===== config.mk =====
export PLATFORM = sky130hd
export DESIGN_NAME = sobel_mag_pipe
export DESIGN_NICKNAME = d
export VERILOG_FILES = /design/src/rtl/sobel_mag_pipe.sv
export SDC_FILE = /design/constraint.sdc
export NUM_CORES = 1
export LEC_CHECK = 0
export CORE_ASPECT_RATIO = 1.4
export CORE_MARGIN = 4
export CORE_UTILIZATION = 58
export CTS_CLUSTER_SIZE = 10
export DETAILED_ROUTE_END_ITERATION = 12
export GPL_ROUTABILITY_DRIVEN = 0
export PLACE_DENSITY = 0.84
export SLEW_MARGIN = 30
export SYNTH_ARGS = -nofsm -noshare
export SYNTH_HDL_FRONTEND = slang
export SYNTH_SLANG_ARGS = --single-unit

===== constraint.sdc =====
create_clock -name clk -period 22.6 [get_ports clk]
set_input_delay 2.26 -clock clk [delete_from_list [all_inputs] [get_ports clk]]
set_output_delay 2.26 -clock clk [all_outputs]
set_load 0.05 [all_outputs]

===== src/rtl/sobel_mag_pipe.sv =====
// sobel_mag_pipe: 4-stage pipelined Sobel gradient-magnitude core.
// One 3x3 window in, one saturated magnitude out per cycle over valid/ready,
// with a per-beat magnitude mode and a running per-frame maximum.
// Optional feature macro: SOBEL_THRESH_EN (enables the out_edge comparator).
module sobel_mag_pipe #(
  parameter int PIX_W  = 8,
  parameter int THRESH = 64
) (
  input  logic               clk,
  input  logic               rst,
  input  logic               in_valid,
  output logic               in_ready,
  input  logic               in_sof,
  input  logic [1:0]         in_mode,
  input  logic [9*PIX_W-1:0] in_win,
  output logic               out_valid,
  input  logic               out_ready,
  output logic [PIX_W-1:0]   out_mag,
  output logic               out_sof,
  output logic               out_edge,
  output logic [PIX_W-1:0]   frame_max
);

  localparam int GW = PIX_W + 3;      // signed gradient width
  localparam int MW = PIX_W + 1;      // working magnitude width before saturation
  localparam int RW = 2 * PIX_W + 2;  // radicand width, rounded up to an even bit count

  localparam logic [PIX_W-1:0] M    = '1;
  localparam logic [GW-1:0]    M_GW = {{(GW - PIX_W){1'b0}}, M};

  // Stall-all handshake: every stage moves together when the output slot frees up
  logic adv;
  assign adv      = !out_valid | out_ready;
  assign in_ready = adv & !rst;

  // Zero-extend each pixel into the signed gradient width so differences never wrap
  logic signed [GW-1:0] pix_ext [9];
  genvar gi;
  generate
    for (gi = 0; gi < 9; gi++) begin : g_ext
      assign pix_ext[gi] = $signed({{(GW - PIX_W){1'b0}}, in_win[gi*PIX_W +: PIX_W]});
    end
  endgenerate

  // The centre pixel has a zero weight in both kernels
  logic unused_p4;
  assign unused_p4 = ^pix_ext[4];

  logic signed [GW-1:0] gx_next, gy_next;
  assign gx_next = (pix_ext[2] - pix_ext[0]) + ((pix_ext[5] - pix_ext[3]) <<< 1) + (pix_ext[8] - pix_ext[6]);
  assign gy_next = (pix_ext[0] - pix_ext[6]) + ((pix_ext[1] - pix_ext[7]) <<< 1) + (pix_ext[2] - pix_ext[8]);

  // Absolute value of each gradient, clamped to the pixel range
  logic [GW-1:0]    abs_gx, abs_gy;
  logic [PIX_W-1:0] ax_next, ay_next;
  logic signed [GW-1:0] s1_gx_reg, s1_gy_reg;
  assign abs_gx  = s1_gx_reg[GW-1] ? -s1_gx_reg : s1_gx_reg;
  assign abs_gy  = s1_gy_reg[GW-1] ? -s1_gy_reg : s1_gy_reg;
  assign ax_next = (abs_gx > M_GW) ? M : abs_gx[PIX_W-1:0];
  assign ay_next = (abs_gy > M_GW) ? M : abs_gy[PIX_W-1:0];

  // Unrolled restoring square root: one result bit per iteration, MSB first
  function automatic logic [MW-1:0] isqrt(input logic [RW-1:0] rad);
    logic [RW-1:0] rem, root, bit_v, trial;
    rem   = rad;
    root  = '0;
    bit_v = {{(RW - 1){1'b0}}, 1'b1} << (RW - 2);
    for (int i = 0; i < MW; i++) begin
      trial = root + bit_v;
      if (rem >= trial) begin
        rem  = rem - trial;
        root = (root >> 1) + bit_v;
      end else begin
        root = root >> 1;
      end
      bit_v = bit_v >> 2;
    end
    return root[MW-1:0];
  endfunction

  logic [PIX_W-1:0] s2_ax_reg, s2_ay_reg;
  logic [1:0]       s2_mode_reg;
  logic [PIX_W-1:0] max_a, min_a;
  logic [RW-1:0]    rad;
  logic [MW-1:0]    mag_wide;
  logic [PIX_W-1:0] mag_sat;

  // Mode-selected magnitude at PIX_W+1 bits, then saturated to the pixel range
  always_comb begin
    max_a    = (s2_ax_reg >= s2_ay_reg) ? s2_ax_reg : s2_ay_reg;
    min_a    = (s2_ax_reg >= s2_ay_reg) ? s2_ay_reg : s2_ax_reg;
    rad      = RW'(s2_ax_reg) * RW'(s2_ax_reg) + RW'(s2_ay_reg) * RW'(s2_ay_reg);
    mag_wide = {1'b0, s2_ax_reg} + {1'b0, s2_ay_reg};
    case (s2_mode_reg)
      2'd1:    mag_wide = {1'b0, max_a} + {2'b00, min_a[PIX_W-1:1]};
      2'd2:    mag_wide = isqrt(rad);
      default: mag_wide = {1'b0, s2_ax_reg} + {1'b0, s2_ay_reg};
    endcase
    mag_sat = mag_wide[PIX_W] ? M : mag_wide[PIX_W-1:0];
  end

  logic             s1_valid_reg, s2_valid_reg, s3_valid_reg, out_valid_reg;
  logic             s1_sof_reg, s2_sof_reg, s3_sof_reg, out_sof_reg;
  logic [1:0]       s1_mode_reg;
  logic [PIX_W-1:0] s3_mag_reg, out_mag_reg;

  // Pipeline registers S1..S4; all stages freeze together on a downstream stall
  always_ff @(posedge clk or posedge rst) begin
    if (rst) begin
      s1_valid_reg  <= 1'b0;
      s1_sof_reg    <= 1'b0;
      s1_mode_reg   <= 2'd0;
      s1_gx_reg     <= '0;
      s1_gy_reg     <= '0;
      s2_valid_reg  <= 1'b0;
      s2_sof_reg    <= 1'b0;
      s2_mode_reg   <= 2'd0;
      s2_ax_reg     <= '0;
      s2_ay_reg     <= '0;
      s3_valid_reg  <= 1'b0;
      s3_sof_reg    <= 1'b0;
      s3_mag_reg    <= '0;
      out_valid_reg <= 1'b0;
      out_sof_reg   <= 1'b0;
      out_mag_reg   <= '0;
    end else if (adv) begin
      s1_valid_reg  <= in_valid & in_ready;
      s1_sof_reg    <= in_sof;
      s1_mode_reg   <= in_mode;
      s1_gx_reg     <= gx_next;
      s1_gy_reg     <= gy_next;
      s2_valid_reg  <= s1_valid_reg;
      s2_sof_reg    <= s1_sof_reg;
      s2_mode_reg   <= s1_mode_reg;
      s2_ax_reg     <= ax_next;
      s2_ay_reg     <= ay_next;
      s3_valid_reg  <= s2_valid_reg;
      s3_sof_reg    <= s2_sof_reg;
      s3_mag_reg    <= mag_sat;
      out_valid_reg <= s3_valid_reg;
      out_sof_reg   <= s3_sof_reg;
      out_mag_reg   <= s3_mag_reg;
    end
  end

  assign out_valid = out_valid_reg;
  assign out_sof   = out_sof_reg;
  assign out_mag   = out_mag_reg;

`ifdef SOBEL_THRESH_EN
  localparam logic [31:0] THRESH_U = THRESH;
  logic out_edge_reg;

  // Edge flag registered alongside out_mag so it holds through stalls
  always_ff @(posedge clk or posedge rst) begin
    if (rst) begin
      out_edge_reg <= 1'b0;
    end else if (adv) begin
      out_edge_reg <= (32'(s3_mag_reg) >= THRESH_U);
    end
  end

  assign out_edge = out_edge_reg;
`else
  // Threshold only matters when the comparator is built
  logic unused_thresh;
  assign unused_thresh = (THRESH != 0);
  assign out_edge      = 1'b0;
`endif

  logic [PIX_W-1:0] frame_max_reg;

  // Running frame maximum, updated only when an output beat is actually taken
  always_ff @(posedge clk or posedge rst) begin
    if (rst) begin
      frame_max_reg <= '0;
    end else if (out_valid_reg & out_ready) begin
      if (out_sof_reg) begin
        frame_max_reg <= out_mag_reg;
      end else if (out_mag_reg > frame_max_reg) begin
        frame_max_reg <= out_mag_reg;
      end
    end
  end

  assign frame_max = frame_max_reg;

endmodule


Word-level counts from Yosys, hierarchy flattened. Index checks and enable logic that the tools add are counted. Widths: inputs -> output; s select.

Input bits: 79. Logic and storage cells: 124. Flip-flop bits (word level): 74.

Add/sub/neg operators: 39. Magnitude comparators: 13. Multiply operators: 2. Equality and inequality tests: 2. Bitwise gates (word level): 4. Muxes and demuxes: 43. Reduce and logical (&&, ||, !) cells: 4.

Operator list (number): $mux 18 (31); $ge 18x18->1 (8); $sub 18x18->18 (7); $mux 8 (7); $sub 8x8->9 (6); $mul 8x8->16 (2); $add 11x9->11 (2); $add 9x10->11 (2); $gt 11x8->1 const B (2); $mux 11 (2); $neg 11->11 (2); $add 17x11->18 const B (1); $add 17x13->18 const B (1); $add 17x15->18 const B (1); $add 17x3->18 const B (1); $add 17x5->18 const B (1); $add 17x7->18 const B (1); $add 17x9->18 const B (1); $add 18x1->18 const B (1); $add 18x11->18 const B (1); $add 18x13->18 const B (1); $add 18x15->18 const B (1); $add 18x3->18 const B (1); $add 18x5->18 const B (1); 20 further kinds (23).

Depth between registers and ports, before layout.
Depth in word-level cells: 38. Gate-level depth with buffers: 95. Gate-level depth less buffers: 90.

Worst setup path after synthesis. Ideal clock, no wire load.

Path type: flip-flop to flip-flop. Start point: register s2_ay_reg[5]. End point: register s3_mag_reg[0]. Stages on the path, launching flop included: 85. Period minus slack after synthesis: 19.202 ns. Data arrival time: 19.076 ns. Slack: 3.398 ns. Path buffers: 3. Cells stage by stage: dfrtp_1 clkinv_1 nor2_1 fa_1 fa_1 fa_1 fa_1 fa_1 inv_1 fa_1 inv_1 ha_1 nor3_1 nor3_1 a41oi_1 nor2_1 ha_1 nand2_1 (+49 left out) ha_1 and2_1 o21ai_0 nand2b_1 a21o_1 a21o_1 a21oi_1 o211ai_2 nor4_4 mux2_1 ha_1 a31o_2 a21o_1 a21oi_1 o2111ai_1 nor4_1 and4b_1 a31oi_1.

Cells in the longest elaborated chain, start to end: 38. Elaborated cells on any way between the ends: 75. Those cells by class: 27 x add/sub; 1 x mul; 10 x order compare; 37 x mux.

RTL lines: start: declaration (RTL line 81) `logic [PIX_W-1:0] s2_ax_reg, s2_ay_reg;`; start signal: assignment (RTL line 136) `s2_ay_reg <= ay_next;`; $mul 8x8->16 (RTL line 92) `rad = RW'(s2_ax_reg) * RW'(s2_ax_reg) + RW'(s2_ay_reg) * RW'(s2_ay_reg);`; $add 16x16->17 (RTL line 92); $ge 17x17->1 (RTL line 70) `if (rem >= trial) begin`; $mux 17 (RTL line 70); $mux 18 (RTL line 94) `case (s2_mode_reg)`; $add 18x15->18 (RTL line 69) `trial = root + bit_v;`; $ge 18x18->1 (RTL line 70); $mux 18 (RTL line 70); (+22 left out); $ge 18x18->1 (RTL line 70); $mux 18 (RTL line 70); $mux 18 (RTL line 94); $add 18x1->18 (RTL line 69); $ge 18x18->1 (RTL line 70); $mux 9 (RTL line 70); $pmux 9 s2 * (RTL line 94); $mux 8 * (RTL line 99) `mag_sat = mag_wide[PIX_W] ? M : mag_wide[PIX_W-1:0];`; end signal: assignment (RTL line 139) `s3_mag_reg <= mag_sat;`; end: declaration (RTL line 105) `logic [PIX_W-1:0] s3_mag_reg, out_mag_reg;`.

Mark *: on every way between the ends. The rest lies on a longest branch, timed or not. The select of a mux whose other input is x is not followed. A chain may end at the register's enable or synchronous reset.

Final worst setup path.
Start point: register s2_ay_reg[1]. End point: register s3_mag_reg[0].

Same word-level chain as after synthesis.

==> results by group <==
Yosys
  • Post-synthesis sequential area ratio: 0.1325
  • Area share of the largest cell type after synthesis: 0.1907
  • Async SR Flop Fraction: 1.000
  • Post-synth top flop: dfrtp_1
  • Top cell type by total area after synthesis: ha_1
  • Synth warn: 0
  • Main combinational cell family by area after synthesis: adder cells
  • Synth Area in XOR/XNOR: 0.07331
  • Compound-gate portion of the synthesized area: 0.1932
  • Synth Register Bits: 74
  • Area share of fa/ha/maj cells after synthesis: 0.3396
  • Main area contributors after synthesis: ha_1, fa_1, dfrtp_1
  • Synth unique cells: 94
  • Mux share of post-synthesis cell area: 0.03097
  • Top-count cell post-synth: inv_1
  • Syn avg cell area: 8.281 µm²
  • Synth Area in Simple Gates: 0.1489
  • Synth top cells by count: inv_1, ha_1, nand2_1
  • Synth Net Count: 2,084
  • Number of synthesized flops with an enable pin: 0
  • Post-Syn Instances: 1,688
  • Synthesized area: 13,980 µm²

Clock tree
  • CTS tree: yes
  • Clock transition at path regs: 0.07 ns
  • Clock buffer depth: 2
  • Clock buffer count from CTS: 9
  • CTS root buf: clkbuf_16
  • CTS Sinks: 74
  • H-tree lvl count: 3
  • Clk_lat worst skew: 0.34 ns

Final layout
  • # fillers: 1,873
  • Final net count: 2,156
  • Area Growth Syn to Fin: 11.40%
  • Layout cells sized above 1: 0.06176
  • Post-layout util: 0.6541
  • Ant. Diodes: 0

Drt
  • Metal3 WL: 1274 µm
  • Metal1 wirelength: 11,980 µm
  • Vias/cell: 5.843
  • Vias: 12,125
  • Initial DRC count: 509
  • Final wirelength: 32,820 µm
  • Per-cell routed wire length: 15.81 µm
  • Top layer in use: met4
  • First drt pass iteration count: 5
  • Antenna-violating nets left: 0
  • Drc violations: 0
  • Met2 routed WL: 18,200 µm

Timing
  • Fin crit share: 0.9452
  • Fin crit period: 21.36 ns
  • Setup Viol. Count Final: 0
  • Slew headroom: 0.4154
  • Tightest Pin Transition: 0.8706 ns
  • Skew final: 0.01176 ns
  • Max Slew Vio Count: 0
  • Final Hold Viols: 0
  • Fmax: 46.81 MHz

Hold path
  • Hold Path Origin: s3_valid_reg$_DFFE_PP0N_
  • Worst hold path type: flop to flop
  • Hold depth: 1

Global routing
  • GRT Overall Usage: 0.2426
  • Vias in the first global route: 12,532
  • Largest net degree at the start of global routing: 76
  • First-pass GRT wire length: 54,810 µm
  • Initial antenna violation count: 0
  • Remaining global-route overflow: 0

Floorplan
  • # rows: 67
  • Die Ht: 191.7 µm
  • Core area: 23,810 µm²
  • Die area: 26,680 µm²
  • Die Wd: 139.2 µm
  • Initial core utilization: 0.5871
  • IO Count: 99

Critical path
  • Startpoint types: flop
  • WS Path Type: flop to flop
  • Worst r2r path cells: 83
  • Reg-to-Reg Start: s2_ay_reg[1]$_DFFE_PP0N_
  • Arrival @ worst endpoint: 21.56 ns
  • Max FO, Critical Path: 14
  • Crit path required time: 22.80 ns
  • Worst Setup End Kind: flop
  • Crit path from: s2_ay_reg[1]$_DFFE_PP0N_
  • CP peak stage delay: 0.55 ns
  • Slowest CP cell: fa_1
  • Most frequent CP cell: ha_1

Place
  • IO buf count: 89
  • DP Wirelength: 27,080 µm

Flow run
  • # Max-Cap Violations: 0

Outcome
  • Status: complete, no violations
[per-stage QoR]
step | hold slack, ns | cells | TNS (ns) | setup WS (ns) | area (µm²)
after floorplan | 0.4300 | 1688 | 0 | 3.398 | 13980
after global placement | 0.4429 | 2058 | 0 | 0.8511 | 15170
after detailed placement | 0.4558 | 2058 | 0 | 0.2749 | 15170
after CTS | 0.4667 | 2074 | 0 | 0.1844 | 15480
after global routing | 0.4846 | 2075 | -0.05608 | -0.05608 | 15570
final | 0.4664 | 2075 | 0 | 1.238 | 15570
[worst max-delay path: cells and delay by family (launching register included)]
kind / cells / cell delay [ns]
compound gates: 35 / 7.47
fa+ha+maj: 15 / 5.92
simple gates: 23 / 5.04
buf+inv: 7 / 1.31
mux: 2 / 0.67
flops: 1 / 0.51
xor+xnor: 1 / 0.28
[logic make-up (layout without fill, tap and decap cells)]
logic type | after synthesis | in the layout
simple gates | 434 | 434
flops | 74 | 74
compound gates | 410 | 410
other cells | 1 | 1
xor+xnor | 117 | 117
fa+ha+maj | 317 | 317
buf+inv | 296 | 373
mux | 39 | 39
[path summary, 6_finish.rpt]
check / end / slack (ns)
min reg2reg: out_valid$_DFFE_PP0N_ / 0.47
max reg2reg: s3_mag_reg[0]$_DFFE_PP0N_ / 1.24
min in group asynchronous: frame_max[5]$_DFFE_PP0P_ / 2.44
max in group asynchronous: s2_ay_reg[5]$_DFFE_PP0N_ / 19.65
min: out_valid$_DFFE_PP0N_ / 0.47
max: s3_mag_reg[0]$_DFFE_PP0N_ / 1.24
[what timing repair did]
action	CTS	global route
setup buffers	0	1
hold buffers	0	0
endpoints found under the setup margin	0	1
resized for setup	0	26
[layout by cell type, fill, tap and decap left out, types with 13 or more instances in the layout]
cell,n
nand3_1,17
mux2_2,19
nor2_1,113
clkdlybuf4s50_1,89
and2_1,18
ha_1,213
fa_1,104
xor2_1,48
inv_1,243
dfrtp_1,72
o21bai_1,33
a22oi_1,13
mux2i_1,15
nor3_1,14
nor2b_1,14
or3_1,15
o31ai_1,13
o21ai_0,68
xnor2_1,68
a21o_1,46
a21oi_1,124
nand2_1,167
[metal layers]
layer | GRT usage | vias to the layer above
li1 | - | 5881
met2 | 0.4912 | 366
met1 | 0.2468 | 5785
met4 | 0.1137 | 0
met3 | 0.02217 | 93
met5 | 0 | -
[final cells by class]
| cell class | count | area [µm²] | share of cell area |
|---|---|---|---|
| timing repair buffer | 100 | 977.2 | 0.06275 |
| inverter | 257 | 985.9 | 0.06331 |
| tap | 310 | 387.9 | 0.02491 |
| sequential | 74 | 1854 | 0.1191 |
| clock inverter | 7 | 86.33 | 0.005544 |
| clock buffer | 9 | 225.2 | 0.01446 |
| multi-input combinational | 1318 | 11060 | 0.7099 |
Power is left out: the tool's default activity adds up to more than one toggle a clock period on the data nets, which glitch-free logic cannot reach.
